===== src/rtl/ks_control_fsm.sv =====
// K&S multi-cycle control unit: fetch/decode/execute sequencing,
// RAM latency waits, single-step hold and cycle-limit watchdog.
package k_and_s_pkg;
  typedef enum logic [3:0] {
    I_NOP, I_LOAD, I_STORE, I_MOVE,
    I_ADD, I_SUB, I_AND, I_OR,
    I_BRANCH, I_BZERO, I_BNZERO, I_BNEG,
    I_BNNEG, I_BOV, I_BNOV, I_HALT
  } decoded_instruction_type;
endpackage

module ks_control_fsm
  import k_and_s_pkg::*;
#(
  parameter int MEM_LATENCY = 0,
  parameter int CNT_W       = 16,
  parameter int MAX_CYCLES  = 0
) (
  input  logic                    clk,
  input  logic                    rst,
  input  decoded_instruction_type decoded_instruction,
  input  logic                    zero_op,
  input  logic                    neg_op,
  input  logic                    unsigned_overflow,
  input  logic                    signed_overflow,
  input  logic                    step_en,
  input  logic                    step_req,
  output logic                    branch,
  output logic                    pc_enable,
  output logic                    ir_enable,
  output logic                    write_reg_enable,
  output logic                    addr_sel,
  output logic                    c_sel,
  output logic [1:0]              operation,
  output logic                    flags_reg_enable,
  output logic                    ram_write_enable,
  output logic                    halt,
  output logic                    timeout,
  output logic                    instr_done
);

  typedef enum logic [2:0] {
    S_FETCH, S_DECODE, S_EXEC,
    S_MEM, S_STEP, S_HALTED
  } state_t;

  localparam logic [3:0] LAT = 4'(MEM_LATENCY);
  localparam logic [CNT_W-1:0] WD_LIM =
    CNT_W'((MAX_CYCLES > 0) ? MAX_CYCLES - 1 : 0);
  localparam bit WD_ON = (MAX_CYCLES > 0);

  state_t            state_q, state_d;
  logic [3:0]        wait_q, wait_d;
  logic [CNT_W-1:0]  cnt_q;
  logic              timeout_q;
  logic              retire;
  logic              wd_fire;

  // unsigned_overflow is part of the flag bundle but no opcode tests it
  logic              unused_uov;
  assign unused_uov = unsigned_overflow;

  assign wd_fire = WD_ON && (state_q != S_HALTED)
                   && (cnt_q == WD_LIM);

  always_comb begin
    state_d          = state_q;
    wait_d           = wait_q;
    retire           = 1'b0;
    branch           = 1'b0;
    pc_enable        = 1'b0;
    ir_enable        = 1'b0;
    write_reg_enable = 1'b0;
    addr_sel         = 1'b0;
    c_sel            = 1'b0;
    operation        = 2'b00;
    flags_reg_enable = 1'b0;
    ram_write_enable = 1'b0;
    instr_done       = 1'b0;
    unique case (state_q)
      S_FETCH: begin
        addr_sel = 1'b1;
        if (wait_q == LAT) begin
          ir_enable = 1'b1;
          wait_d    = 4'd0;
          state_d   = S_DECODE;
        end else begin
          wait_d = wait_q + 4'd1;
        end
      end
      S_DECODE: state_d = S_EXEC;
      S_EXEC: begin
        case (decoded_instruction)
          I_ADD, I_SUB, I_AND, I_OR: begin
            case (decoded_instruction)
              I_SUB:   operation = 2'b01;
              I_AND:   operation = 2'b10;
              I_OR:    operation = 2'b11;
              default: operation = 2'b00;
            endcase
            write_reg_enable = 1'b1;
            flags_reg_enable = 1'b1;
            retire           = 1'b1;
          end
          I_MOVE: begin
            operation        = 2'b11;
            write_reg_enable = 1'b1;
            retire           = 1'b1;
          end
          I_STORE: begin
            ram_write_enable = 1'b1;
            retire           = 1'b1;
          end
          I_LOAD: begin
            wait_d  = 4'd0;
            state_d = S_MEM;
          end
          I_HALT:   state_d = S_HALTED;
          I_BRANCH: begin branch = 1'b1; retire = 1'b1; end
          I_BZERO:  begin branch = zero_op; retire = 1'b1; end
          I_BNZERO: begin branch = !zero_op; retire = 1'b1; end
          I_BNEG:   begin branch = neg_op; retire = 1'b1; end
          I_BNNEG:  begin branch = !neg_op; retire = 1'b1; end
          I_BOV:    begin branch = signed_overflow; retire = 1'b1; end
          I_BNOV:   begin branch = !signed_overflow; retire = 1'b1; end
          default:  retire = 1'b1;
        endcase
      end
      S_MEM: begin
        if (wait_q == LAT) begin
          c_sel            = 1'b1;
          write_reg_enable = 1'b1;
          retire           = 1'b1;
          wait_d           = 4'd0;
        end else begin
          wait_d = wait_q + 4'd1;
        end
      end
      S_STEP: begin
        if (step_req || !step_en) state_d = S_FETCH;
      end
      S_HALTED: state_d = S_HALTED;
      default:  state_d = S_FETCH;
    endcase
    if (retire) begin
      pc_enable  = 1'b1;
      instr_done = 1'b1;
      state_d    = step_en ? S_STEP : S_FETCH;
    end
    if (wd_fire) state_d = S_HALTED;
    // nothing may strobe the datapath while reset is held
    if (rst) begin
      branch           = 1'b0;
      pc_enable        = 1'b0;
      ir_enable        = 1'b0;
      write_reg_enable = 1'b0;
      addr_sel         = 1'b0;
      c_sel            = 1'b0;
      operation        = 2'b00;
      flags_reg_enable = 1'b0;
      ram_write_enable = 1'b0;
      instr_done       = 1'b0;
    end
  end

  always_ff @(posedge clk) begin
    if (rst) begin
      state_q   <= S_FETCH;
      wait_q    <= 4'd0;
      cnt_q     <= '0;
      timeout_q <= 1'b0;
    end else begin
      state_q   <= state_d;
      wait_q    <= wait_d;
      timeout_q <= timeout_q | wd_fire;
      if (state_q != S_HALTED && cnt_q != '1)
        cnt_q <= cnt_q + 1'b1;
    end
  end

  assign halt    = (state_q == S_HALTED) && !rst;
  assign timeout = timeout_q && !rst;

endmodule


===== config.mk =====
export PLATFORM = sky130hd
export DESIGN_NAME = ks_control_fsm
export DESIGN_NICKNAME = d
export VERILOG_FILES = /design/src/rtl/ks_control_fsm.sv
export SDC_FILE = /design/constraint.sdc
export NUM_CORES = 1
export LEC_CHECK = 0
export CORE_UTILIZATION = 43
export DETAILED_ROUTE_END_ITERATION = 12
export PLACE_DENSITY = 0.86
export SYNTH_ARGS = -nofsm -noshare
export SYNTH_HDL_FRONTEND = slang
export SYNTH_SLANG_ARGS = --single-unit

===== constraint.sdc =====
create_clock -name clk -period 2.39 [get_ports clk]
set_input_delay 0.239 -clock clk [delete_from_list [all_inputs] [get_ports clk]]
set_output_delay 0.239 -clock clk [all_outputs]
set_load 0.005 [all_outputs]

* Word level (Yosys, flattened, before mapping)
Index checks and enable logic that the tools add are counted.
** Storage, ports and cells
- Bits of input ports :: 12
- Output and inout bits :: 13
- Logic and storage cells :: 80
- Register bits after elaboration :: 7
** Operators by class
- $add $sub $neg :: 1
- Reduce and logical (&&, ||, !) cells :: 16
- Muxes and demuxes :: 36
- Equality and inequality tests :: 25
** Operators by type and width (count)
- equality test 4 bit, second input constant :: 8
- two-way mux 1 bit :: 20
- one-hot mux 3 bit (6 select lines) :: 1
- equality test 4 x 3 -> 1 bit, second input constant :: 4
- two-way mux 3 bit :: 4
- equality test 4 x 2 -> 1 bit, second input constant :: 2
- two-way mux 4 bit :: 2
- one-hot mux 4 bit (2 select lines) :: 1
- one-hot mux 1 bit (7 select lines) :: 1
- equality test 3 x 2 -> 1 bit, second input constant :: 2
- equality test 3 bit, second input constant :: 2
- != test 3 bit, second input constant :: 2
- one-hot mux 2 bit (3 select lines) :: 1
- one-hot mux 3 bit (2 select lines) :: 1
- logical NOT 1 bit :: 5
- OR reduction 5 bit :: 1
- adder 4 x 1 -> 4 bit, second input constant :: 1
- equality test 4 x 1 -> 1 bit, second input constant :: 1
- logical NOT 4 bit :: 1
- two-way mux 2 bit :: 2
- != test 4 x 2 -> 1 bit, second input constant :: 1
- one-hot mux 1 bit (2 select lines) :: 2
- one-hot mux 2 bit (2 select lines) :: 1
- AND reduction 4 bit :: 1
- 10 further kinds :: 11

* Longest topological paths before layout
Gate-level depths: netlist (run 1).
- Word-level depth :: 6
- Depth in mapped cells :: 7
- Depth with buffers taken out :: 6

* Least setup slack after synthesis (run 1)
Ideal clock, no wire load.
- Path type :: flip-flop to output port
- From :: register wait_q[0]
- To :: output pc_enable
- Path buffers :: 1
- Setup slack :: 0.539 ns
- Required time :: 2.151 ns
- Data arrival time :: 1.612 ns
- Stages on the path, launching flop included :: 8
- Path through :: dfxtp_1 -> inv_1 -> ha_1 -> nor3b_1 -> nor2b_1 -> or3_1 -> nor2_1 -> buf_4
** Between the ends
- Word-level cells in the longest chain between the ends :: 5
** RTL lines
- start, declared :: line 53 : logic [3:0] wait_q, wait_d;
- start signal, assigned :: line 174 : wait_q <= wait_d;
- logical NOT 4 bit :: line 130 : if (wait_q == LAT) begin
- two-way mux 1 bit :: line 130
- one-hot mux 1 bit (2 select lines) :: line 80 : unique case (state_q)
- two-way mux 1 bit (2 in a row)
- end, declared :: line 29 : output logic pc_enable,
No other way between the ends.

* Final worst setup path (run 1)
- From :: input decoded_instruction[3]
- To :: output pc_enable
** Between the ends
- Word-level cells in the longest chain between the ends :: 6
** RTL lines
- start, declared :: line 21 : input decoded_instruction_type decoded_instruction,
- equality test 4 bit or equality test 4 x 1 -> 1 bit (tied branches) :: line 93 : case (decoded_instruction)
- OR reduction 2 bit (no line) *
- two-way mux 1 bit * :: line 93
- one-hot mux 1 bit (2 select lines) * :: line 80
- two-way mux 1 bit * :: line 145 : if (retire) begin
- two-way mux 1 bit * :: line 152 : if (rst) begin
Mark *: on every way between the ends. The rest lies on a longest branch, timed or not.

==> results of run 1 <==
-- per-stage QoR --
stage | TNS (ps) | total power, uW | cells | hold WS [ps]
global placement | 0 | 493 | 134 | 484
floorplan | 0 | 400 | 96 | 402
global route | -55.7 | 676 | 138 | 552
CTS | 0 | 620 | 138 | 506
finish | 0 | 635 | 138 | 527
detailed placement | 0 | 508 | 134 | 496
-- layout by cell type, fill, tap and decap left out, types with 2 or more instances in the layout --
cell type	netlist	final
inv_1	5	5
a2111oi_2	1	2
a211oi_1	2	2
clkdlybuf4s50_1	0	19
nor2_1	13	13
dfxtp_1	7	5
dfxtp_2	0	2
nor3_1	4	4
nand2_1	9	9
and3b_1	2	2
nand2b_1	3	3
clkbuf_4	0	3
a21oi_1	5	5
a31oi_1	2	2
ha_1	2	2
dlymetal6s2s_1	0	3
buf_4	5	8
o21ai_0	5	5
nand3_1	2	2
nor2b_1	5	5
o22ai_1	3	3
-- kinds of logic after synthesis --
| kind of cell | Yosys count | synth area share |
|---|---|---|
| AOI/OAI and AO/OA | 26 | 0.278 |
| adders and majority gates | 2 | 0.0364 |
| buffers and inverters | 13 | 0.113 |
| DFF | 7 | 0.204 |
| other | 1 | 0.00545 |
| and+or+nand+nor | 47 | 0.364 |
-- sequential cells by signal, indices dropped and copies added, names as in the netlist --
signal   count
state_q      3
wait_q       4
-- final cells by class --
class	instances	area (um^2)	share of cell area
sequential	7	143	0.146
tap	16	20.0	0.0205
clock buffer	4	26.3	0.0269
multi-input combinational	76	482	0.493
timing repair buffer	30	288	0.294
inverter	5	18.8	0.0192
-- layer usage --
layer	track usage	wire length [um]
met1	0.242	812
met2	0.394	911
met3	0.0474	89
met4	0.0903	34
met5	0	0
-- worst reg2reg max path, stage by stage (launching register included) --
cell,delay (ps)
dfxtp_1,630
nand2_1,230
a21oi_1,380
o21ai_0,170
a21oi_1,160
-- worst max-delay path by stage --
stage | from | end | slack (ps) | depth (start not counted)
floorplan | wait_q[0] | pc_enable | 540 | 7
global placement | decoded_instruction[1] | instr_done | 60 | 6
detailed placement | decoded_instruction[1] | pc_enable | 30 | 6
CTS | wait_q[0] | pc_enable | 20 | 7
global route | decoded_instruction[3] | instr_done | -30 | 6
finish | decoded_instruction[3] | pc_enable | 70 | 6
-- power by group through the flow --
stage	Sequential [uW]	Combinational (uW)	Clock [uW]
2_1_floorplan	152	248	0
3_3_place_gp	187	306	0
3_5_place_dp	189	319	0
4_1_cts	187	320	113
5_1_grt	198	356	123
6_report	193	327	116
==> flow_summary.toml, run 1 <==
[run_status]
status = "complete, no violations"

[logic_synthesis]
syn-num-nets = 110
synth_seq_cells = 7
seq_area_frac_synth = 0.204
ys_top_cells_by_area = "dfxtp_1 20%, nor2_1 7.1%, buf_4 5.5%"
yosysWarnings = 0
synth_area_um2 = 688
syn_avg_cell_area_um2 = 7.17
postSynth.asyncResetShare = 0
netlist_instances = 96
yosysUniqueCellTypes = 36
synth_top_area_share = 0.204
synth-edff-count = 0
synth-main-ff-cell = "dfxtp_1"
netlist_top_cells_count = "13 x nor2_1, 9 x nand2_1, 7 x dfxtp_1"
yosysMostFrequentCell = "nor2_1"
yosysTopAreaCell = "dfxtp_1"

[clock_tree]
htree_levels = 1
clock-sinks = 7
ctsResizeCount = 0
insertion_delay_ps = 260
cts_root_buf = "clkbuf_4"
hold_buffers = 0
post-cts-setup-buffers = 0
tritoncts = "done"
clk_pin_slew_ps = 50
cts-buffers-inserted = 3
clock_path_buffers = 2

[layout]
fillers = 137
drive_above_1_share = 0.164
fin_util = 0.649
areaGrowthSynthToFinish_pct = 42.0
finish.instance_area_um2 = 977
final_nets = 137
antenna_cells = 0

[timing]
slew_headroom = 0.664
drv_slew = 0
setup_ws_ps = 68.0
finalCritPeriodShare = 0.972
period_minus_slack_ps = 2320
hold_viol_final = 0
setup_viol = 0
fmax_mhz = 431
fin_skew_ps = 6.93
worstMarginPinSlew_ps = 504

[grt]
grt_first_pass_wirelength_um = 3000
antenna_found_initial = 0
grt_pass1_vias = 733
gr-total-overflow = 0
grtUsageTotal = 0.217
grt_max_degree = 18

[floorplan]
fp.dieH_um = 42.0
start_util = 0.457
die_area_um2 = 1760
die_x_um = 42.0
boundaryPins = 25
core_area_um2 = 1510
row_count = 14

[setup_path]
path_max_fanout = 4
max_stage_delay_ps = 540
cp-end-kind = "output port"
crit_family = "buffers and inverters"
path_class = "primary input to output port"
ff2ff_setup_slack_ps = 760
worst_r2r_endpoint = "wait_q[2]"
critPathBufInv = 2
crit_top_cell = "clkdlybuf4s50_1"
cpMaxStageDelayCell = "or4b_4"
r2r-start = "state_q[0]"
crit_chain = "clkdlybuf4s50_1, or4b_4, a21oi_1, or3_1, nor2_1, clkdlybuf4s50_1"
ff2ff_path_depth = 4
cp.arrival_ps = 2080
crit_path_start_kind = "primary input"
cp.required_ps = 2150

[placement]
hpwl_um = 1350
portBuffers = 22
dp_slack_ps = 29.2
placed_area_um2 = 930
gp_congestion = 0.842

[pwr]
p_switching_uw = 257
pwr-share-comb = 0.515
swShare = 0.405
p_leak_uw = 0.000405
p_int_uw = 378
power_frac_seq = 0.303
clkPwrFrac = 0.182
p_per_area_nw_per_um2 = 649
irDropWorstVdd_uv = 297

[worst_hold_path]
hp-start = "wait_q[2]"
min_to = "wait_q[2]"
whs_path_depth = 2
hold_path_class = "register to register"

[route]
drc_errors = 0
num_vias = 803
drt-pass1-iter-count = 4
wl_per_cell_um = 13.4
vias_per_cell = 5.82
drtIter0Drc = 10
detail-route-antenna-nets = 0
wl_um = 1850

[flow_run]
max-cap-violations = 0
Power figures use the tool's default switching activity.
==> inputs of run 2 (changes only) <==
Settings changed: ABC_AREA from default to 1, CAP_MARGIN from default to 20, CORE_UTILIZATION 43 to 42, PLACE_DENSITY 0.86 to 0.85.
==> run 2 against run 1 <==
  * Clock skew down 6.6 ps
  * Non-clock buffer count down 7
  * Area after synthesis down 5.6%
  * Synthesized cell count up 14%
  * Worst hold slack worse by 34 ps
  * Largest cell class unchanged
==> flow_summary.toml, run 2 <==
[route]
drt-pass1-iter-count = 4
num_vias = 745
drc_errors = 0
detail-route-antenna-nets = 0
wl_um = 1580
wl_per_cell_um = 10.7
drtIter0Drc = 17
vias_per_cell = 5.03

[logic_synthesis]
synth_area_um2 = 649
synth_seq_cells = 7
syn_avg_cell_area_um2 = 5.96
synth_fa_ha_area_frac = 0.0385
yosysWarnings = 0
synth-edff-count = 0
netlist_top_cells_count = "20 x inv_1, 20 x nand2_1, 19 x nor2_1, 11 x nand3_1, 7 x dfxtp_1"
synth_xor_xnor_area_share = 0.0135
synth_top_area_share = 0.216
synth_top_family_by_area = "simple AND/OR/NAND/NOR gates"
postSynth.asyncResetShare = 0
yosysTopAreaCell = "dfxtp_1"
netlist_instances = 109
synthMuxAreaShare = 0
yosysUniqueCellTypes = 24
synth-main-ff-cell = "dfxtp_1"
syn-num-nets = 123
synth-simple-area-share = 0.441
seq_area_frac_synth = 0.216
ys_top_cells_by_area = "dfxtp_1 22%, inv_1 12%, nand2_1 12%"
synth_compound_area_frac = 0.135

[pwr]
p_int_uw = 339
p_leak_uw = 0.000417
swShare = 0.424
p_per_area_nw_per_um2 = 649
pwr-share-comb = 0.538
clkPwrFrac = 0.190
irDropWorstVdd_uv = 470
power_frac_seq = 0.272
p_switching_uw = 249

[setup_path]
cp-end-kind = "output port"
crit_family = "buffers and inverters"
cp.required_ps = 2150
cp.arrival_ps = 1980
crit_path_start_kind = "register"
cpMaxStageDelayCell = "clkdlybuf4s50_1"
crit_chain = "inv_1, ha_1, nand2_1, nor2_1, nand3_1, a21oi_2, clkdlybuf4s50_1"
path_class = "register to output port"
max_stage_delay_ps = 520
path_max_fanout = 5
critPathBufInv = 2

[clock_tree]
cts-buffers-inserted = 3
ctsResizeCount = 0
tritoncts = "done"
clk_pin_slew_ps = 50
insertion_delay_ps = 260
hold_buffers = 0
htree_levels = 1
cts_root_buf = "clkbuf_4"
clock_path_buffers = 2
post-cts-setup-buffers = 0
clock-sinks = 7

[floorplan]
die_x_um = 41.3
core_area_um2 = 1370
die_area_um2 = 1710
row_count = 13
fp.dieH_um = 41.3
boundaryPins = 25
start_util = 0.475

[layout]
fin_cells = 148
mostFrequentLayoutCells = "22 x clkdlybuf4s50_1, 20 x inv_1, 20 x nand2_1"
regMostFlops = "wait_q"
largest_reg_flops = 4
final_common_cell = "clkdlybuf4s50_1"
areaGrowthSynthToFinish_pct = 39.7
drive_above_1_share = 0.120
final_nets = 148
antenna_cells = 0
top_regs = "wait_q x4, state_q x3"

[timing]
period_minus_slack_ps = 2220
fin_skew_ps = 0.355
setup_viol = 0
setup-tns-final_ps = 0
finalCritPeriodShare = 0.929
rsz0062_at_grt = "no"
drv_slew = 0
fmax_mhz = 451
hold_viol_final = 0

[placement]
portBuffers = 22
dp_cells = 144
hpwl_um = 1220
gp_congestion = 0.761

[grt]
grt_max_degree = 14
antenna_found_initial = 0
grtUsageTotal = 0.204
gr-total-overflow = 0
grt_first_pass_wirelength_um = 2260
grt_pass1_vias = 615

[worst_hold_path]
hold_path_class = "register to register"

[run_status]
status = "complete, no violations"

[flow_run]
max-cap-violations = 0
==> run 2: cell count changes in the layout (fill, tap and decap cells not counted), sizes merged, moves of 3 or more <==
cell | before | now
nor2 | 13 | 21
nor2b | 5 | 0
o22ai | 3 | 0
nand2b | 3 | 0
inv | 5 | 21
dlymetal6s2s | 3 | 0
nand2 | 9 | 23
buf | 8 | 1
clkdlybuf4s50 | 19 | 22
nand3 | 2 | 11
==> run 2: path summary, 6_finish.rpt <==
kind                            slack (ps)         end      start  cells after the start
worst max-delay path                   170   pc_enable  wait_q[0]                      7
worst min-delay path                   490   wait_q[3]  wait_q[3]                      2
worst max register to register         970  state_q[2]  wait_q[0]                     10
worst min register to register         490   wait_q[3]  wait_q[3]                      2
==> run 2: final cells by class <==
cell class | count | area (um^2)
clock buffers | 4 | 26.3
fillers | 130 | 459
inverters | 21 | 78.8
multi-input cells | 78 | 415
flip-flops and latches | 7 | 140
well taps | 15 | 18.8
repair buffers | 23 | 228
==> run 2: kinds of logic (layout without fill, tap and decap cells) <==
family	count (synthesis)	after routing
xor gates and xnor gates	1	1
AOI/OAI and AO/OA	13	13
and+or+nand+nor	61	61
buffers and inverters	24	48
adders and majority gates	2	2
other	1	1
DFF	7	7
==> run 2: metal layers <==
layer	wire (um)	GRT usage	vias to the layer above
met5	0	0	-
met2	843	0.406	17
met3	50	0.0319	4
li1	-	-	390
met1	662	0.195	334
met4	22	0.105	0
==> run 2: stage by stage <==
stage | utilization | power, uW | instance area, um^2 | hold slack [ps] | setup slack (ps)
after floorplan | - | 367 | 649 | 374 | 930
after global placement | 0.642 | 469 | 877 | 472 | 259
after detailed placement | 0.642 | 476 | 877 | 485 | 234
after CTS | 0.661 | 593 | 903 | 495 | 119
after global routing | 0.664 | 642 | 907 | 533 | 22.3
final | 0.664 | 589 | 907 | 493 | 171
==> run 2: power groups by stage <==
stage | Sequential, uW | Combinational (uW) | Clock (uW)
final | 160 | 317 | 112
after global routing | 164 | 355 | 123
after CTS | 160 | 317 | 117
after detailed placement | 163 | 314 | 0
after global placement | 162 | 306 | 0
after floorplan | 158 | 209 | 0
==> run 2: worst reg2reg max path: cells and delay by family, from the launching register on <==
family / cells / cell delay, ps
adder cells (fa/ha/maj): 1 / 140
AND/OR/NAND/NOR: 7 / 740
flip-flops: 1 / 350
buffers and inverters: 2 / 140
==> inputs of run 3 (changes only) <==
--- a/config.mk
+++ b/config.mk
@@ -10,4 +10,5 @@
 export CORE_UTILIZATION = 42
 export DETAILED_ROUTE_END_ITERATION = 12
+export HOLD_SLACK_MARGIN = 0.02
 export PLACE_DENSITY = 0.85
 export SYNTH_ARGS = -nofsm -noshare
==> constraint.sdc (replaced) <==
create_clock -name clk -period 2.39 [get_ports clk]
set_input_delay 0.239 -clock clk [delete_from_list [all_inputs] [get_ports clk]]
set_output_delay 0.239 -clock clk [all_outputs]
set_load 0.02 [all_outputs]
==> run 3 against run 2 <==
  * Clock power about the same
  * Critical path depth unchanged
  * Flip-flop and latch count unchanged
  * Clock skew increased by 5.4 ps
  * Worst setup slack got worse by 5.6 ps
  * Combinational power increased by 11%
  * Global-route usage decreased by 0.67 points
  * Via count decreased by 0.40%
  * Critical endpoint is now c_sel
  * Largest cell class unchanged
==> flow_summary.toml, run 3 (synthesized netlist as in run 2, its figures left out) <==
[timing]
hold_viol_final = 0
finalCritPeriodShare = 0.931
setup-tns-final_ps = 0
fin_skew_ps = 5.80
setup_ws_ps = 165
drv_slew = 0
setup_viol = 0
period_minus_slack_ps = 2230
fmax_mhz = 449
rsz0062_at_grt = "no"

[floorplan]
row_count = 13
start_util = 0.475
die_area_um2 = 1710
core_area_um2 = 1370
boundaryPins = 25
fp.dieH_um = 41.3
die_x_um = 41.3

[pwr]
swShare = 0.448
power_frac_seq = 0.258
clkPwrFrac = 0.177
p_int_uw = 343
irDropWorstVdd_uv = 576
p_per_area_nw_per_um2 = 675
p_leak_uw = 0.000493
p_switching_uw = 279
pwr-share-comb = 0.565

[route]
vias_per_cell = 4.98
detail-route-antenna-nets = 0
num_vias = 742
wl_um = 1530
drt-pass1-iter-count = 4
wl_per_cell_um = 10.2
drc_errors = 0
drtIter0Drc = 11

[setup_path]
crit_path_start_kind = "register"
ff2ff_path_depth = 10
max_stage_delay_ps = 610
ff2ff_setup_slack_ps = 940
cp-end-kind = "output port"
cpMaxStageDelayCell = "clkdlybuf4s50_1"
crit_top_cell = "nor2_1"
r2r-start = "wait_q[0]"
worst_r2r_endpoint = "state_q[2]"
path_max_fanout = 5
crit_family = "buffers and inverters"
crit_chain = "inv_1, ha_1, nand2_1, nor2_1, nand3_1, nor2_1, clkdlybuf4s50_1"
cp.arrival_ps = 1990
cp.required_ps = 2150
critPathBufInv = 2
path_class = "register to output port"
path_depth = 7

[layout]
largest_reg_flops = 4
areaGrowthSynthToFinish_pct = 41.8
regMostFlops = "wait_q"
fin_cells = 149
finish.instance_area_um2 = 921
antenna_cells = 0
mostFrequentLayoutCells = "20 x inv_1, 20 x nand2_1, 19 x nor2_1"
drive_above_1_share = 0.119
final_nets = 149
top_regs = "wait_q x4, state_q x3"

[flow_run]
max-cap-violations = 0

[clock_tree]
cts_root_buf = "clkbuf_4"
clock_path_buffers = 2
cts-buffers-inserted = 3
clk_pin_slew_ps = 50
htree_levels = 1
ctsResizeCount = 0
hold_buffers = 0
post-cts-setup-buffers = 0
clock-sinks = 7
insertion_delay_ps = 260
tritoncts = "done"

[placement]
dp_slack_ps = 210
dp_cells = 145
hpwl_um = 1230
portBuffers = 22
placed_area_um2 = 885
gp_congestion = 0.762

[grt]
antenna_found_initial = 0
grtUsageTotal = 0.197
grt_first_pass_wirelength_um = 2220
grt_max_degree = 14
grt_pass1_vias = 590
gr-total-overflow = 0

[worst_hold_path]
hold_path_class = "register to register"
min_to = "wait_q[3]"
hp-start = "wait_q[3]"
whs_path_depth = 2

[run_status]
status = "complete, no violations"
-- run 3: cell count changes in the layout (fill, tap and decap cells not counted), sizes merged --
cell	previous run	this run
dlymetal6s2s	0	4
buf	1	2
clkdlybuf4s50	22	18
-- run 3: worst min-delay path, delay by kind of cell, from the launching register on --
kind,cells,cell delay [ps]
simple gates,1,80
compound gates,1,40
flops,1,320
-- run 3: final cells by class --
cell class | count | area [um^2]
multi-input combinational | 78 | 412
timing repair buffer | 24 | 245
fill | 131 | 445
sequential | 7 | 140
inverter | 21 | 78.8
tap | 15 | 18.8
clock buffer | 4 | 26.3
-- run 3: through the flow --
step	power (uW)	util	hold slack, ps
4_1_cts	629	0.667	492
6_report	621	0.674	488
3_5_place_dp	515	0.647	484
3_3_place_gp	509	0.647	472
5_1_grt	676	0.674	522
2_1_floorplan	400	-	374
-- run 3: power by group through the flow --
stage	clock (uW)	sequential (uW)	combinational (uW)
3_3_place_gp	0	162	347
5_1_grt	122	164	390
6_report	110	160	351
3_5_place_dp	0	162	353
4_1_cts	115	160	355
2_1_floorplan	0	158	242
-- run 3: how the worst max path moves through the flow --
stage,endpoint,from,slack (ps)
final,c_sel,wait_q[0],160
after global routing,branch,state_q[1],30
after CTS,instr_done,wait_q[0],3
after detailed placement,instr_done,decoded_instruction[1],210
after global placement,pc_enable,decoded_instruction[1],250
after floorplan,pc_enable,wait_q[0],630
-- run 3: routing by layer --
layer	up-vias	wire, um	track usage
met4	0	14	0.0726
met3	2	78	0.0372
met5	-	0	0
li1	393	-	-
met1	324	669	0.212
met2	23	764	0.375
